$ cat src/rtl/ir_code_for_schm.sv
// Instruction register for the 16-bit accumulator datapath.
// Captures the fetched word when the control unit asserts enable (IRWrite),
// holds it during execution, and exposes the opcode plus pre-decoded
// immediate fields. Every output is a plain slice or extension of the
// held word, so outputs move only on a capturing edge or on reset.
module ir_code_for_schm (
  input  logic        CLK,
  input  logic        RST_N,
  input  logic [15:0] Instruction,
  input  logic        enable,
  output logic [15:0] OutputInst,
  output logic [4:0]  opCode,
  output logic [10:0] immField,
  output logic [15:0] immSext,
  output logic [15:0] immZext,
  output logic        loaded
);

  logic [15:0] r_ir;
  logic        r_loaded;
  logic [10:0] w_imm;

  // Capture the instruction word and the loaded flag on enabled edges;
  // asynchronous reset clears both and takes priority over enable.
  always_ff @(posedge CLK or negedge RST_N) begin
    if (!RST_N) begin
      r_ir     <= '0;
      r_loaded <= 1'b0;
    end else if (enable) begin
      r_ir     <= Instruction;
      r_loaded <= 1'b1;
    end
  end

  assign w_imm      = r_ir[10:0];
  assign OutputInst = r_ir;
  assign opCode     = r_ir[15:11];
  assign immField   = w_imm;
  assign immSext    = {{5{w_imm[10]}}, w_imm};
  assign immZext    = {5'b0, w_imm};
  assign loaded     = r_loaded;

endmodule

$ cat config.mk
export PLATFORM = sky130hd
export DESIGN_NAME = ir_code_for_schm
export DESIGN_NICKNAME = d
export VERILOG_FILES = /design/src/rtl/ir_code_for_schm.sv
export SDC_FILE = /design/constraint.sdc
export NUM_CORES = 1
export LEC_CHECK = 0
export ABC_CLOCK_PERIOD_IN_PS = 800
export CAP_MARGIN = 40
export CORE_MARGIN = 4
export CORE_UTILIZATION = 29
export DETAILED_ROUTE_END_ITERATION = 12
export GPL_ROUTABILITY_DRIVEN = 0
export GPL_TIMING_DRIVEN = 1
export PLACE_DENSITY = 0.75
export SYNTH_ARGS = -nofsm -noshare
export SYNTH_HDL_FRONTEND = slang
export SYNTH_SLANG_ARGS = --single-unit
$ cat constraint.sdc
create_clock -name CLK -period 0.8 [get_ports CLK]
set_input_delay 0.24 -clock CLK [delete_from_list [all_inputs] [get_ports CLK]]
set_output_delay 0.24 -clock CLK [all_outputs]
set_load 0.1 [all_outputs]
==> results of run 1 <==
-- stage by stage --
| stage | TNS [ns] | power, mW |
|---|---|---|
| 2_1_floorplan | -19.25 | 4.53 |
| 3_3_place_gp | -18.67 | 5.17 |
| 3_5_place_dp | -19.63 | 5.22 |
| 4_1_cts | -32.25 | 5.78 |
| 5_1_grt | -34.17 | 5.89 |
| 6_report | -31.12 | 5.73 |
-- final timing paths --
check                           depth (start not counted)        endpoint           start  slack, ns
worst max-delay path                                    2  OutputInst[10]  OutputInst[10]      -0.56
worst min-delay path                                    2   OutputInst[8]           RST_N       0.29
worst max register to register                          3  OutputInst[10]  OutputInst[10]      -0.36
worst min register to register                          1          loaded          loaded       0.56
max in group asynchronous                               2  OutputInst[15]           RST_N       0.36
min in group CLK                                        3   OutputInst[1]          enable       0.49
-- registers in the layout, indices dropped and copies added, names as in the netlist --
name	cells
OutputInst	16
loaded	1
-- repair_timing --
| action | 4_1_cts | 5_1_grt |
|---|---|---|
| hold buffers | 0 | 0 |
| cloned | 1 | 0 |
| endpoints found under the setup margin | 77 | 77 |
| resized for setup | 6 | 4 |
| buffers inserted | 4 | 2 |
-- logic make-up (layout without fill, tap and decap cells) --
| logic type | Yosys count | after routing | share of synthesized area, % |
|---|---|---|---|
| DFF | 17 | 17 | 40.9 |
| other | 1 | 5 | 0.360 |
| buffers and inverters | 50 | 90 | 37.6 |
| and+or+nand+nor | 1 | 1 | 0.601 |
| muxes | 16 | 16 | 20.6 |
-- cell type report --
| cell class | count | area share, % |
|---|---|---|
| Clock buffer | 3 | 0.967 |
| Multi-Input combinational cell | 22 | 10.4 |
| Timing Repair Buffer | 86 | 64.9 |
| Tap cell | 46 | 2.47 |
| Clock inverter | 1 | 0.215 |
| Sequential cell | 17 | 21.0 |
-- Yosys cell counts --
cell type   n
buf_4      48
dfrtp_1    17
mux2_4      9
mux2_2      7
buf_12      1
buf_6       1
conb_1      1
or2_1       1
-- cell usage in the layout, fill, tap and decap left out --
master,instances
buf_12,62
buf_4,1
buf_6,3
buf_8,1
bufbuf_16,1
clkbuf_4,3
clkdlybuf4s15_2,1
clkdlybuf4s50_1,17
clkinv_2,1
conb_1,5
dfrtp_4,17
mux2_2,6
mux2_4,10
or2_1,1
-- layer usage --
layer | global-route usage (%) | up-vias
met4 | 2.23 | 0
met5 | 0 | -
met2 | 23.6 | 48
met3 | 2.63 | 0
met1 | 12.6 | 331
li1 | - | 305
-- report_power, final --
group	switching [mW]	internal [mW]
Clock	0.278	0.186
Sequential	0.240	0.996
Combinational	2.62	1.41
==> flow_metrics.tcl, run 1 <==
set metrics [dict create \
    status "finished, violations left" \
    failed_checks "setup timing" \
    synth_cells 85 \
    highest_layer "met3" \
    place.port_buffers 78 \
    powerDensity_nw_per_um2 2460 \
    finalHoldViolCount 0 \
    fin_crit_sh_pct 170 \
    path_buf_inv 2 \
    num_antenna_cells 0 \
    syn_avg_cell_area_sq_um 12.2 \
    grt_max_degree 18 \
    wl_met1_um 942 \
    seqCellArea_sq_um 489 \
    setup_slack_ns -0.559 \
    crit_slowest_cell "dfrtp_4" \
    clkLatencyLatePin_ns 0.28 \
    vias 684 \
    cp-end-kind "output pin" \
    detail_route.wirelength_um 2860 \
    cap_violations 0 \
    cts_sinks 17 \
    dieArea_sq_um 4610 \
    start_kind "flip-flop" \
    path_class "flip-flop to output pin" \
    rsz0062_at_grt "yes" \
    dp.cells 165 \
    crit_arrival_ns 1.12 \
    die_width_um 67.9 \
    met3WireLength_um 254 \
    place_ws_ns -0.640 \
    utilization_pct 68.7 \
    die_y_um 67.9 \
    start_util_pct 30.7 \
    grt_pass1_wl_um 4000 \
    core-area_sq_um 3390 \
    num_io_pins 84 \
    area_delta_synth_final_pct 124 \
    whs_ns 0.293 \
    htreeDepth 1 \
    post-route-cell-area_sq_um 2330 \
    ys_top_cells_by_area "dfrtp_1 41%, buf_4 35%, mux2_4 13%" \
    ys_seq_elements 17 \
    grt_use_total_pct 11.8 \
    hold_class "primary input to asynchronous set/reset pin" \
    placed_area_sq_um 2210 \
    max_stage_delay_ns 0.51 \
    wire_per_inst_um 16.3 \
    synth_top_cell_by_area "dfrtp_1" \
    synth_area_sq_um 1040 \
    required_ns 0.56 \
    clock.fmax_mhz 736 \
    synth_top_area_share_pct 40.9 \
    cp_top_family "flip-flops" \
    synthDistinctLibCells 8 \
    grt_pass1_vias 731 \
    drive_gt1_share_pct 82.2 \
    path_cells "buf_8 -> buf_12" \
    fin_cells 175 \
    viasPerCell 3.91 \
    multiInputGateArea_sq_um 243 \
    cts_tree "yes" \
    nFillCells 220 \
    drc 0 \
    route.met2.wl_um 1660 \
    period_needed_ns 1.36 \
    yosysWarningCount 0 \
    grt.overflow.total 0 \
    cts_buffer_depth 2 \
    num_rows 21 \
    fin_nets 149 \
    path_clk_slew_ns 0.11 \
    hpwl_um 2360 \
    fin_worst_skew_ns 0 \
    setup_viol 77 \
    drt-pass1-iter-count 3 \
    drt_iter0_drc 9 \
    irDropWorstVdd_v 0.00133 \
    critPathMaxFanout 5 \
    seq_area_frac_synth_pct 40.9 \
    postRouteAntennaNets 0 \
    slew_violations 0 \
    cellLeakagePower_nw 1.03 \
    clockRootBuffer "clkbuf_4" \
    antenna_found_initial 0 \
    cts-buffers-inserted 3 \
]
No activity file was read; power rests on OpenSTA's default activity.
==> run 2, diff against run 1 <==
- ABC_CLOCK_PERIOD_IN_PS: 800 -> 1400
- CORE_UTILIZATION: 29 -> 32
- PLACE_DENSITY: 0.75 -> 0.79
- SKIP_CTS_REPAIR_TIMING: default -> 1
- clock period: 0.8 -> 1.4 ns (I/O delays scaled with it)
==> run 2 against run 1 <==
Net effect: non-clock buffer count shrank 2; first-iteration DRC count rose by 22%; setup slack better by 0.43 ns; largest power group unchanged; final area down 3.2%; core utilization is 4.5 points higher; sequential power shrank 43%; the flow still finishes with violations (setup timing).
==> flow_metrics.tcl, run 2 (synthesis results as in run 1) <==
set metrics [dict create \
    crit_slowest_cell "dfrtp_4" \
    die_width_um 65.0 \
    num_antenna_cells 0 \
    path_depth 2 \
    setup_viol 54 \
    cts_buffer_depth 2 \
    fin_nets 147 \
    cts_tree "yes" \
    crit_arrival_ns 1.11 \
    max_stage_delay_ns 0.51 \
    dieArea_sq_um 4230 \
    finalHoldViolCount 0 \
    grt_busiest_layer "met2" \
    hold_class "primary input to asynchronous set/reset pin" \
    required_ns 0.98 \
    clock.fmax_mhz 653 \
    drc 0 \
    die_y_um 65.0 \
    multiInputGateArea_sq_um 239 \
    clockRootBuffer "clkbuf_4" \
    drt-pass1-iter-count 3 \
    grt_use_total_pct 13.0 \
    most-common-layout-cells "61 x buf_12, 18 x clkdlybuf4s50_1, 16 x dfrtp_4" \
    start_util_pct 33.8 \
    core-area_sq_um 3080 \
    postRouteAntennaNets 0 \
    critPathMaxFanout 3 \
    ff2ff_path_depth 2 \
    utilization_pct 73.2 \
    cellLeakagePower_nw 0.987 \
    detail_route.wirelength_um 2660 \
    whs_ns 0.452 \
    r2r_start "OutputInst[8]" \
    largest_reg_flops 16 \
    antenna_found_initial 0 \
    clkLatencyLatePin_ns 0.28 \
    cap_violations 0 \
    power.share.combinational_pct 70.4 \
    period_needed_ns 1.53 \
    cts_sinks 17 \
    powerDensity_nw_per_um2 1430 \
    met2_usage_pct 26.9 \
    tns_ns -3.06 \
    slew_violations 0 \
    fin_worst_skew_ns 0 \
    sequentialPowerShare_pct 21.9 \
    drive_gt1_share_pct 80.3 \
    use_met1_pct 11.8 \
    grt_pass1_vias 724 \
    drt_iter0_drc 11 \
    crit_start "OutputInst[10]" \
    path_buf_inv 2 \
    viasPerCell 3.91 \
    htreeDepth 1 \
    status "finished, violations left" \
    start_kind "flip-flop" \
    path_cells "buf_4 -> buf_12" \
    rsz0062_at_grt "yes" \
    grt_max_degree 18 \
    setup_slack_ns -0.131 \
    fin_crit_sh_pct 109 \
    path_class "flip-flop to output pin" \
    hpwl_um 2300 \
    failed_checks "setup timing" \
    grt.overflow.total 0 \
    num_io_pins 84 \
    path_clk_slew_ns 0.10 \
    num_rows 20 \
    cp-end-kind "output pin" \
    wire_per_inst_um 15.6 \
    final_common_cell "buf_12" \
    seqCellArea_sq_um 485 \
    power.share.switching_pct 55.0 \
    nFillCells 192 \
    grt_pass1_wl_um 4040 \
    cp_top_family "flip-flops" \
    p_int_mw 1.45 \
    irDropWorstVdd_v 0.000690 \
    clockPowerShare_pct 7.8 \
    area_delta_synth_final_pct 116 \
    vias 668 \
    p_sw_mw 1.77 \
    place.port_buffers 78 \
    grtUsageMet3_pct 2.60 \
    cts-buffers-inserted 3 \
]
-- run 2: changes by cell type in the layout (fill, tap and decap cells not counted), sizes merged --
| cell | delta |
|---|---|
| clkdlybuf4s15 | -1 |
| clkdlybuf4s50 | +1 |
| bufbuf | -1 |
| buf | -1 |
-- run 2: cell type report --
cell class / instances / share of cell area [%]
Clock buffer: 3 / 0.999
Clock inverter: 1 / 0.222
Multi-Input combinational cell: 22 / 10.6
Sequential cell: 17 / 21.5
Tap cell: 44 / 2.44
Timing Repair Buffer: 84 / 64.2
-- run 2: per-stage QoR --
| step | instances | setup slack, ns | total power, mW | instance area, sq um |
|---|---|---|---|---|
| CTS | 167 | -0.149 | 3.23 | 2220 |
| global route | 171 | -0.176 | 3.31 | 2250 |
| floorplan | 89 | -0.0466 | 2.27 | 1140 |
| finish | 171 | -0.131 | 3.23 | 2250 |
| global placement | 163 | -0.166 | 2.95 | 2190 |
| detailed placement | 163 | -0.227 | 2.98 | 2190 |
-- run 2: final timing paths --
kind / end / slack [ns]
setup / recovery: immZext[10] / -0.13
hold / removal: OutputInst[2] / 0.45
setup reg to reg: OutputInst[8] / 0.32
hold reg to reg: loaded / 0.56
max in group asynchronous: OutputInst[13] / 0.73
min in group CLK: loaded / 0.56
-- run 2: worst reg2reg max path: stages (launching register included) --
cell	delay [ns]
dfrtp_4	0.55
buf_4	0.16
mux2_4	0.26
-- run 2: power by group through the flow --
stage | sequential, mW | combinational, mW | clock [mW]
after floorplan | 0.979 | 1.30 | 0
after global placement | 0.730 | 2.22 | 0
after detailed placement | 0.737 | 2.24 | 0
after CTS | 0.728 | 2.24 | 0.261
after global routing | 0.718 | 2.30 | 0.286
final | 0.705 | 2.27 | 0.251
-- run 2: layer usage --
layer  wire length, um  vias to the layer above
met5                 0                        -
met4                34                        0
met3               146                        2
met2              1690                       39
met1               789                      327
li1                  -                      300
